<file path="config.mk">
export PLATFORM = sky130hd
export DESIGN_NAME = aes_cbc_stream_seq
export DESIGN_NICKNAME = d
export VERILOG_FILES = /design/src/rtl/aes_cbc_stream_seq.sv
export SDC_FILE = /design/constraint.sdc
export NUM_CORES = 2
export LEC_CHECK = 0
export BUFFER_PORTS_ARGS = -buffer_cell sky130_fd_sc_hd__buf_2
export CAP_MARGIN = 10
export CORE_AREA = 2 2 507 509
export DETAILED_ROUTE_END_ITERATION = 8
export DIE_AREA = 0 0 509 511
export GPL_ROUTABILITY_DRIVEN = 0
export GPL_TIMING_DRIVEN = 0
export PLACE_DENSITY_LB_ADDON = 0.25
export SLEW_MARGIN = 10
export SYNTH_ARGS = -nofsm -noshare
export SYNTH_HDL_FRONTEND = slang
export SYNTH_SLANG_ARGS = --single-unit
</file>
<file path="constraint.sdc">
create_clock -name clk -period 4 [get_ports clk]
set_input_delay 0.2 -clock clk [delete_from_list [all_inputs] [get_ports clk]]
set_output_delay 0.2 -clock clk [all_outputs]
set_load 0.02 [all_outputs]
</file>
<file path="src/rtl/aes_cbc_stream_seq.sv">
// Streaming valid/ready front-end for aes_core: key setup, one block in flight, CBC chaining per message.
// Optional block counter port blk_cnt is enabled by defining AES_SEQ_BLKCNT_EN.
module aes_cbc_stream_seq #(
    parameter int TIMEOUT_CYCLES = 1023,
    parameter int TO_W           = 10
) (
    input  logic         clk,
    input  logic         reset_n,

    input  logic         cfg_start,
    input  logic         cfg_encdec,
    input  logic         cfg_ecb_cbc,
    input  logic         cfg_keylen,
    input  logic [255:0] cfg_key,
    input  logic [127:0] cfg_iv,
    output logic         cfg_ready,

    input  logic         in_valid,
    output logic         in_ready,
    input  logic [127:0] in_data,
    input  logic         in_last,

    output logic         out_valid,
    input  logic         out_ready,
    output logic [127:0] out_data,
    output logic         out_last,

    output logic         err_timeout,
`ifdef AES_SEQ_BLKCNT_EN
    output logic [31:0]  blk_cnt,
`endif

    output logic         core_init,
    output logic         core_next,
    output logic         core_encdec,
    output logic         core_ecb_cbc,
    output logic         core_keylen,
    output logic [255:0] core_key,
    output logic [127:0] core_iv,
    output logic [127:0] core_block,
    input  logic         core_ready,
    input  logic [127:0] core_result
);

    typedef enum logic [3:0] {
        S_IDLE,
        S_INIT,
        S_KW1,
        S_KW,
        S_READY,
        S_NX,
        S_BW1,
        S_BW,
        S_OUT
    } state_t;

    state_t          state;
    state_t          next_state;

    logic [TO_W-1:0] to_cnt;
    logic [127:0]    iv_shadow;
    logic [127:0]    chain;
    logic [127:0]    blk;
    logic            last_q;

    logic            cfg_load;
    logic            accept;
    logic            capture;
    logic            out_done;
    logic            wait_state;
    logic            to_hit;
    logic            timeout;

    // Configuration is only honoured when no block is in flight.
    assign cfg_load   = cfg_start && (state == S_IDLE || state == S_READY);
    assign accept     = (state == S_READY) && !cfg_start && in_valid;
    assign capture    = (state == S_BW) && core_ready;
    assign out_done   = (state == S_OUT) && out_ready;
    assign wait_state = (state == S_KW1) || (state == S_KW) ||
                        (state == S_BW1) || (state == S_BW);
    assign to_hit     = (to_cnt == TO_W'(TIMEOUT_CYCLES - 1));

    assign in_ready   = (state == S_READY);
    assign core_iv    = chain;
    assign core_block = blk;

    // NOTE: every variable written here gets a default first, so no path can infer a latch.
    always_comb begin
        next_state = state;
        timeout    = 1'b0;
        unique case (state)
            S_IDLE: begin
                if (cfg_start) next_state = S_INIT;
            end
            S_INIT:  next_state = S_KW1;
            // The core only drops ready one edge after init/next, so its ready is stale here.
            S_KW1:   next_state = S_KW;
            S_KW: begin
                if (core_ready) begin
                    next_state = S_READY;
                end else if (to_hit) begin
                    next_state = S_IDLE;
                    timeout    = 1'b1;
                end
            end
            S_READY: begin
                if (cfg_start)     next_state = S_INIT;
                else if (in_valid) next_state = S_NX;
            end
            S_NX:    next_state = S_BW1;
            S_BW1:   next_state = S_BW;
            S_BW: begin
                if (core_ready) begin
                    next_state = S_OUT;
                end else if (to_hit) begin
                    next_state = S_IDLE;
                    timeout    = 1'b1;
                end
            end
            S_OUT: begin
                if (out_ready) next_state = S_READY;
            end
            default: next_state = S_IDLE;
        endcase
    end

    // NOTE: sequential state uses non-blocking assignments so every register samples pre-edge values.
    always_ff @(posedge clk or negedge reset_n) begin
        if (!reset_n) begin
            state <= S_IDLE;
        end else begin
            state <= next_state;
        end
    end

    // Timeout counter restarts on every state change and only advances while waiting on the core.
    always_ff @(posedge clk or negedge reset_n) begin
        if (!reset_n) begin
            to_cnt <= '0;
        end else if (next_state != state) begin
            to_cnt <= '0;
        end else if (wait_state) begin
            to_cnt <= to_cnt + 1'b1;
        end
    end

    always_ff @(posedge clk or negedge reset_n) begin
        if (!reset_n) begin
            cfg_ready <= 1'b0;
            core_init <= 1'b0;
            core_next <= 1'b0;
        end else begin
            cfg_ready <= (next_state == S_READY);
            core_init <= (next_state == S_INIT);
            core_next <= (next_state == S_NX);
        end
    end

    always_ff @(posedge clk or negedge reset_n) begin
        if (!reset_n) begin
            core_encdec  <= 1'b0;
            core_ecb_cbc <= 1'b0;
            core_keylen  <= 1'b0;
            core_key     <= '0;
            iv_shadow    <= '0;
            err_timeout  <= 1'b0;
        end else if (cfg_load) begin
            core_encdec  <= cfg_encdec;
            core_ecb_cbc <= cfg_ecb_cbc;
            core_keylen  <= cfg_keylen;
            core_key     <= cfg_key;
            iv_shadow    <= cfg_iv;
            err_timeout  <= 1'b0;
        end else if (timeout) begin
            err_timeout  <= 1'b1;
        end
    end

    always_ff @(posedge clk or negedge reset_n) begin
        if (!reset_n) begin
            blk    <= '0;
            last_q <= 1'b0;
        end else if (accept) begin
            blk    <= in_data;
            last_q <= in_last;
        end
    end

    // Chaining value: ciphertext feeds forward on both directions; a closed message restores the IV.
    always_ff @(posedge clk or negedge reset_n) begin
        if (!reset_n) begin
            chain <= '0;
        end else if (cfg_load) begin
            chain <= cfg_iv;
        end else if (capture) begin
            if (last_q) begin
                chain <= iv_shadow;
            end else if (core_ecb_cbc) begin
                chain <= core_encdec ? core_result : blk;
            end
        end
    end

    always_ff @(posedge clk or negedge reset_n) begin
        if (!reset_n) begin
            out_valid <= 1'b0;
            out_data  <= '0;
            out_last  <= 1'b0;
        end else if (capture) begin
            out_valid <= 1'b1;
            out_data  <= core_result;
            out_last  <= last_q;
        end else if (out_done) begin
            out_valid <= 1'b0;
        end
    end

`ifdef AES_SEQ_BLKCNT_EN
    always_ff @(posedge clk or negedge reset_n) begin
        if (!reset_n) begin
            blk_cnt <= '0;
        end else if (cfg_load) begin
            blk_cnt <= '0;
        end else if (capture) begin
            blk_cnt <= blk_cnt + 32'd1;
        end else if (out_done && out_last) begin
            blk_cnt <= '0;
        end
    end
`endif

endmodule

</file>
After elaboration in Yosys (flattened, before gate mapping)
Cells that the tools add are included.
{"block": "totals", "elab_cells": 71, "in_bits": 650, "out_inout_bits": 650, "regBits": 792}
{"block": "classes", "n_mux": 22, "reduce_logical": 18, "n_eq_ne": 13, "add_sub_neg": 1}
{"cell": "two-way mux 128 bit", "n": 5}
{"cell": "case mux 4 bit (9 select lines)", "n": 1}
{"cell": "two-way mux 4 bit", "n": 7}
{"cell": "equality test 4 x 3 -> 1 bit (second input constant)", "n": 6}
{"cell": "two-way mux 10 bit", "n": 2}
{"cell": "adder 10 x 1 -> 10 bit (second input constant)", "n": 1}
{"cell": "equality test 10 bit (second input constant)", "n": 1}
{"cell": "equality test 4 x 1 -> 1 bit (second input constant)", "n": 2}
{"cell": "equality test 4 x 2 -> 1 bit (second input constant)", "n": 2}
{"cell": "nonzero test 2 bit", "n": 4}
{"cell": "two-way mux 1 bit", "n": 7}
{"cell": "logical AND 1 bit", "n": 5}
{"cell": "equality test 4 bit (second input constant)", "n": 1}
{"cell": "logical NOT 4 bit", "n": 1}
{"cell": "logical OR 1 bit", "n": 4}
{"cell": "inequality test 4 bit", "n": 1}
{"cell": "nonzero test 3 bit", "n": 1}
{"cell": "AND reduction 2 bit", "n": 1}
{"cell": "OR reduction 2 bit", "n": 1}
{"cell": "logical NOT 1 bit", "n": 1}

Logic depth before layout (Yosys ltp)
{"block": "logic_depth", "depth_word": 6, "depth_mapped": 7, "ltp_nobuf": 6}

Least setup slack after synthesis
OpenSTA, ideal clock, no wires.
{"block": "synth_path", "path_kind": "flip-flop to flip-flop", "startpoint": "register state[3]", "endpoint": "register blk[100] (netlist: core_block[100])", "setup_ps": 125, "path_buffers": 2, "t_required_ps": 3875, "setup_slack_ps": 2144, "period_less_slack_ps": 1856, "stages_incl_launch_ff": 7, "arrival_ps": 1731, "cell_sequence": "dfrtp_1 > nand2b_1 > nor3_2 > nand3b_1 > clkbuf_1 > buf_2 > mux2_2"}
{"block": "synth_between", "elab_chain_len": 3}
{"item": "start, declared", "line": "57", "source": "state_t state;"}
{"item": "start signal, assigned", "line": "132", "source": "state <= next_state;"}
{"item": "equality test 4 x 3 -> 1 bit"}
{"item": "named net in_ready", "line": "19", "source": "output logic in_ready,"}
{"item": "logical AND 1 bit (2 in series)", "line": "76", "source": "assign accept = (state == S_READY) && !cfg_start && in_valid;"}
{"item": "end signal, assigned", "line": "184", "source": "blk <= in_data;"}
{"item": "end, declared", "line": "63", "source": "logic [127:0] blk;"}
The timed path passes the listed nets, and every way through them passes these cells.
A chain may end at the register's enable or synchronous reset.

Worst setup path in the final report
{"block": "layout_path", "startpoint": "register state[1]", "endpoint": "register out_data[70]"}
{"block": "layout_between", "elab_chain_len": 2}
{"item": "equality test 4 x 3 -> 1 bit", "line": "77", "source": "assign capture = (state == S_BW) && core_ready;"}
{"item": "logical AND 1 bit", "line": "77"}
{"item": "end signal, assigned", "line": "211", "source": "out_data <= core_result;"}
{"item": "end, declared", "line": "25", "source": "output logic [127:0] out_data,"}
Every way passes these cells.

==> flow_summary_export.csv <==
group,metric,value,unit
run,drv_cap,0,
layout,regArea,19800,um2
cts,cts-htree-levels,3,
detailed_routing,wirelength,207,mm
timing,slew_violations,0,
synth,synth_nets,3775,
die,die_w,509,um
grt,grt_util_all_layers,0.154,
timing,fmaxAchievable,0.324,GHz
critical_path,critPathKind,"reg -> reg",
die,top_level_ports,1300,
cts,cts_root_buf,"clkbuf_16",
cts,clock-sinks,792,
critical_path,r2r_setup_slack,0.92,ns
critical_path,cp-endpoint,"out_data[70]",
status,outcome,"finished clean",
timing,tightest_slew,1.09,ns
die,core-area,255000,um2
detailed_routing,vias_per_cell,3.64,
placed_design,placed_cell_area,43600,um2
layout,stdcell_count,8695,
placed_design,dp_cells,7820,
critical_path,worst-path-max-fanout,10,
die,row_count,186,
timing,finalHoldViolCount,0,
critical_path,r2r_end,"out_data[70]",
layout,layout_common_cells,"buf_2 (1405), nand2_1 (1298), dfrtp_1 (792)",
cts,cts_buffer_depth,3,
detailed_routing,vias,31600,
grt,grt_pass1_vias,33300,
cts,clk_latency,0.77,ns
layout,drive_gt1_frac,0.355,
synth,syn_area,32400,um2
layout,nets,5845,
timing,min_period_over_period,0.771,
cts,path_clk_slew,0.06,ns
synth,synth_xor_area_frac,0.00270,
critical_path,cp-startpoint,"state[1]",
critical_path,r2r_start,"state[1]",
synth,synth-simple-area-share,0.173,
timing,tns,0,ns
die,start_util,0.127,
synth,syn_area_per_cell,10.4,um2
grt,antenna_found_initial,87,
timing,slew_headroom,0.276,
critical_path,cp.required,4.62,ns
detailed_routing,drt_first_pass_iters,6,
grt,grt_pass1_wl,278,mm
detailed_routing,first_iter_violations,1586,
detailed_routing,ant_nets,0,
synth,synth_fa_ha_area_frac,0.000772,
die,dieArea,260000,um2
synth,muxShareOfSynthArea,0.129,
critical_path,worst_setup_path_start_kind,"flop",
timing,clock_skew,0.0588,ns
layout,final_cell_area,53700,um2
power,p_per_area,803,nW/um2
grt,grt_start_max_net_pins,100,
synth,ys_seq_area_frac,0.611,
power,power,0.0431,W
min_path,hold_class,"in -> async",
detailed_routing,avgRoutedWirePerCell,23.8,um
layout,multi_input_area,11600,um2
timing,rsz0062_at_grt,"no",
layout,area_growth,65.7,%
placed_design,dp_hpwl,168,mm
critical_path,r2r_cells,5,
timing,setup_viol,0,
synth,yosysTopAreaCellShare,0.611,
synth,synth_cells,3123,
synth,synth.distinct_cells,45,
synth,synth.area.top_cells,"dfrtp_1 (61%), nand2_1 (15%), mux2_2 (9.0%)",
synth,ys_async_sr_fraction,1.00,
die,die_h,511,um
synth,ys.flop_type,"dfrtp_1",
critical_path,endpoint_kind,"flop",
placed_design,io_buffers,1299,
layout,fill_cells,28300,
power,cellLeakagePower,27.1,nW
cts,cts_tree,"yes",
power,vdd_drop_max,0.464,mV
critical_path,arrival,3.70,ns
layout,final_common_cell,"buf_2",
synth,synth_top_family_by_area,"simple AND/OR/NAND/NOR gates",
synth,synth-edff-count,0,
placed_design,dp_slack,0.648,ns
synth,synth-compound-area-share,0.0532,
synth,yosysTopAreaCell,"dfrtp_1",
synth,ys_warn_count,0,
timing,fin_ws,0.916,ns
synth,yosys_register_bits,792,
timing,post-route-min-period,3.08,ns
cts,cts-buffers-inserted,103,
detailed_routing,drc_errors,0,
grt,grt_overflow,0,
==> where the power goes <==
part           total [W]  switching (W)  internal (W)
Sequential        0.0141        0.00244        0.0117
Clock            0.00990        0.00407       0.00583
Combinational     0.0191         0.0129       0.00619
Total             0.0431         0.0194        0.0237
==> cell families (layout without fill, tap and decap cells) <==
| group | Yosys count | in the layout |
|---|---|---|
| and+or+nand+nor | 1465 | 1465 |
| DFF | 792 | 792 |
| muxes | 387 | 387 |
| AOI/OAI and AO/OA | 273 | 273 |
| buffers and inverters | 194 | 2351 |
| xor gates and xnor gates | 10 | 10 |
| adders and majority gates | 2 | 2 |
| other | 0 | 31 |
==> sequential cells by signal, indices dropped and copies added, names as in the netlist <==
register	cells
core_next	1
core_key	256
core_encdec	1
core_block	128
out_data	128
out_last	1
core_keylen	1
iv_shadow	128
cfg_ready	1
core_iv	128
last_q	1
state	4
core_init	1
core_ecb_cbc	1
err_timeout	1
to_cnt	10
out_valid	1
==> what timing repair did <==
item,4_1_cts,5_1_grt
setup buffers,0,0
hold buffers,652,0
hold endpoints to repair,1026,0
endpoints found under the setup margin,0,0
resized for setup,0,0
==> worst max-delay path: stages (launching register included) <==
cell and delay (ns):
dfrtp_1 0.49, nand3_1 0.19, nor2_1 0.64, buf_2 0.66, buf_2 0.55, mux2_2 0.39
==> Yosys cell counts (2+ instances only) <==
cell type	n
o211ai_1	128
and2_1	2
mux2i_1	129
o21ai_1	3
and4b_1	2
nor2b_1	2
o21a_1	3
nor2_1	132
ha_1	2
buf_1	5
a211oi_1	2
a21oi_1	129
inv_1	3
nor3_1	11
xnor2_1	5
xor2_1	5
buf_4	24
buf_6	3
clkbuf_1	51
nand2b_1	2
nand2_1	1298
mux2_2	258
nand3_1	3
nand3b_1	2
nand4_1	2
dfrtp_1	792
buf_2	107
==> metrics by stage <==
step / hold WS (ns) / utilization
CTS: 0.0160 / 0.210
detailed placement: 0.0699 / 0.171
finish: 0.0801 / 0.210
global placement: 0.391 / 0.169
floorplan: -0.0956 / -
global route: 0.0591 / 0.210
==> how the worst min path moves through the flow <==
stage,startpoint,end,slack [ns]
floorplan,reset_n,cfg_ready,-0.1
global placement,cfg_key[35],core_key[35],0.39
detailed placement,reset_n,core_block[30],0.07
CTS,reset_n,core_block[32],0.02
global route,core_ready,err_timeout,0.06
finish,reset_n,core_block[31],0.08
==> per-layer routing <==
layer,global-route usage,routed length [um],vias to the layer above
li1,-,-,14400
met1,0.184,84200,15500
met2,0.249,95200,1331
met3,0.0530,18500,315
met4,0.0676,8690,48
met5,0,310,-
==> layout make-up <==
cell class / count / area share
timing repair buffer: 1965 / 0.250
multi-input combinational: 2137 / 0.217
antenna: 31 / 0.00144
clock buffer: 157 / 0.0564
buffer: 190 / 0.0180
tap: 3384 / 0.0788
inverter: 4 / 0.000279
sequential: 792 / 0.369
clock inverter: 35 / 0.0101
Power figures use the tool's default switching activity.
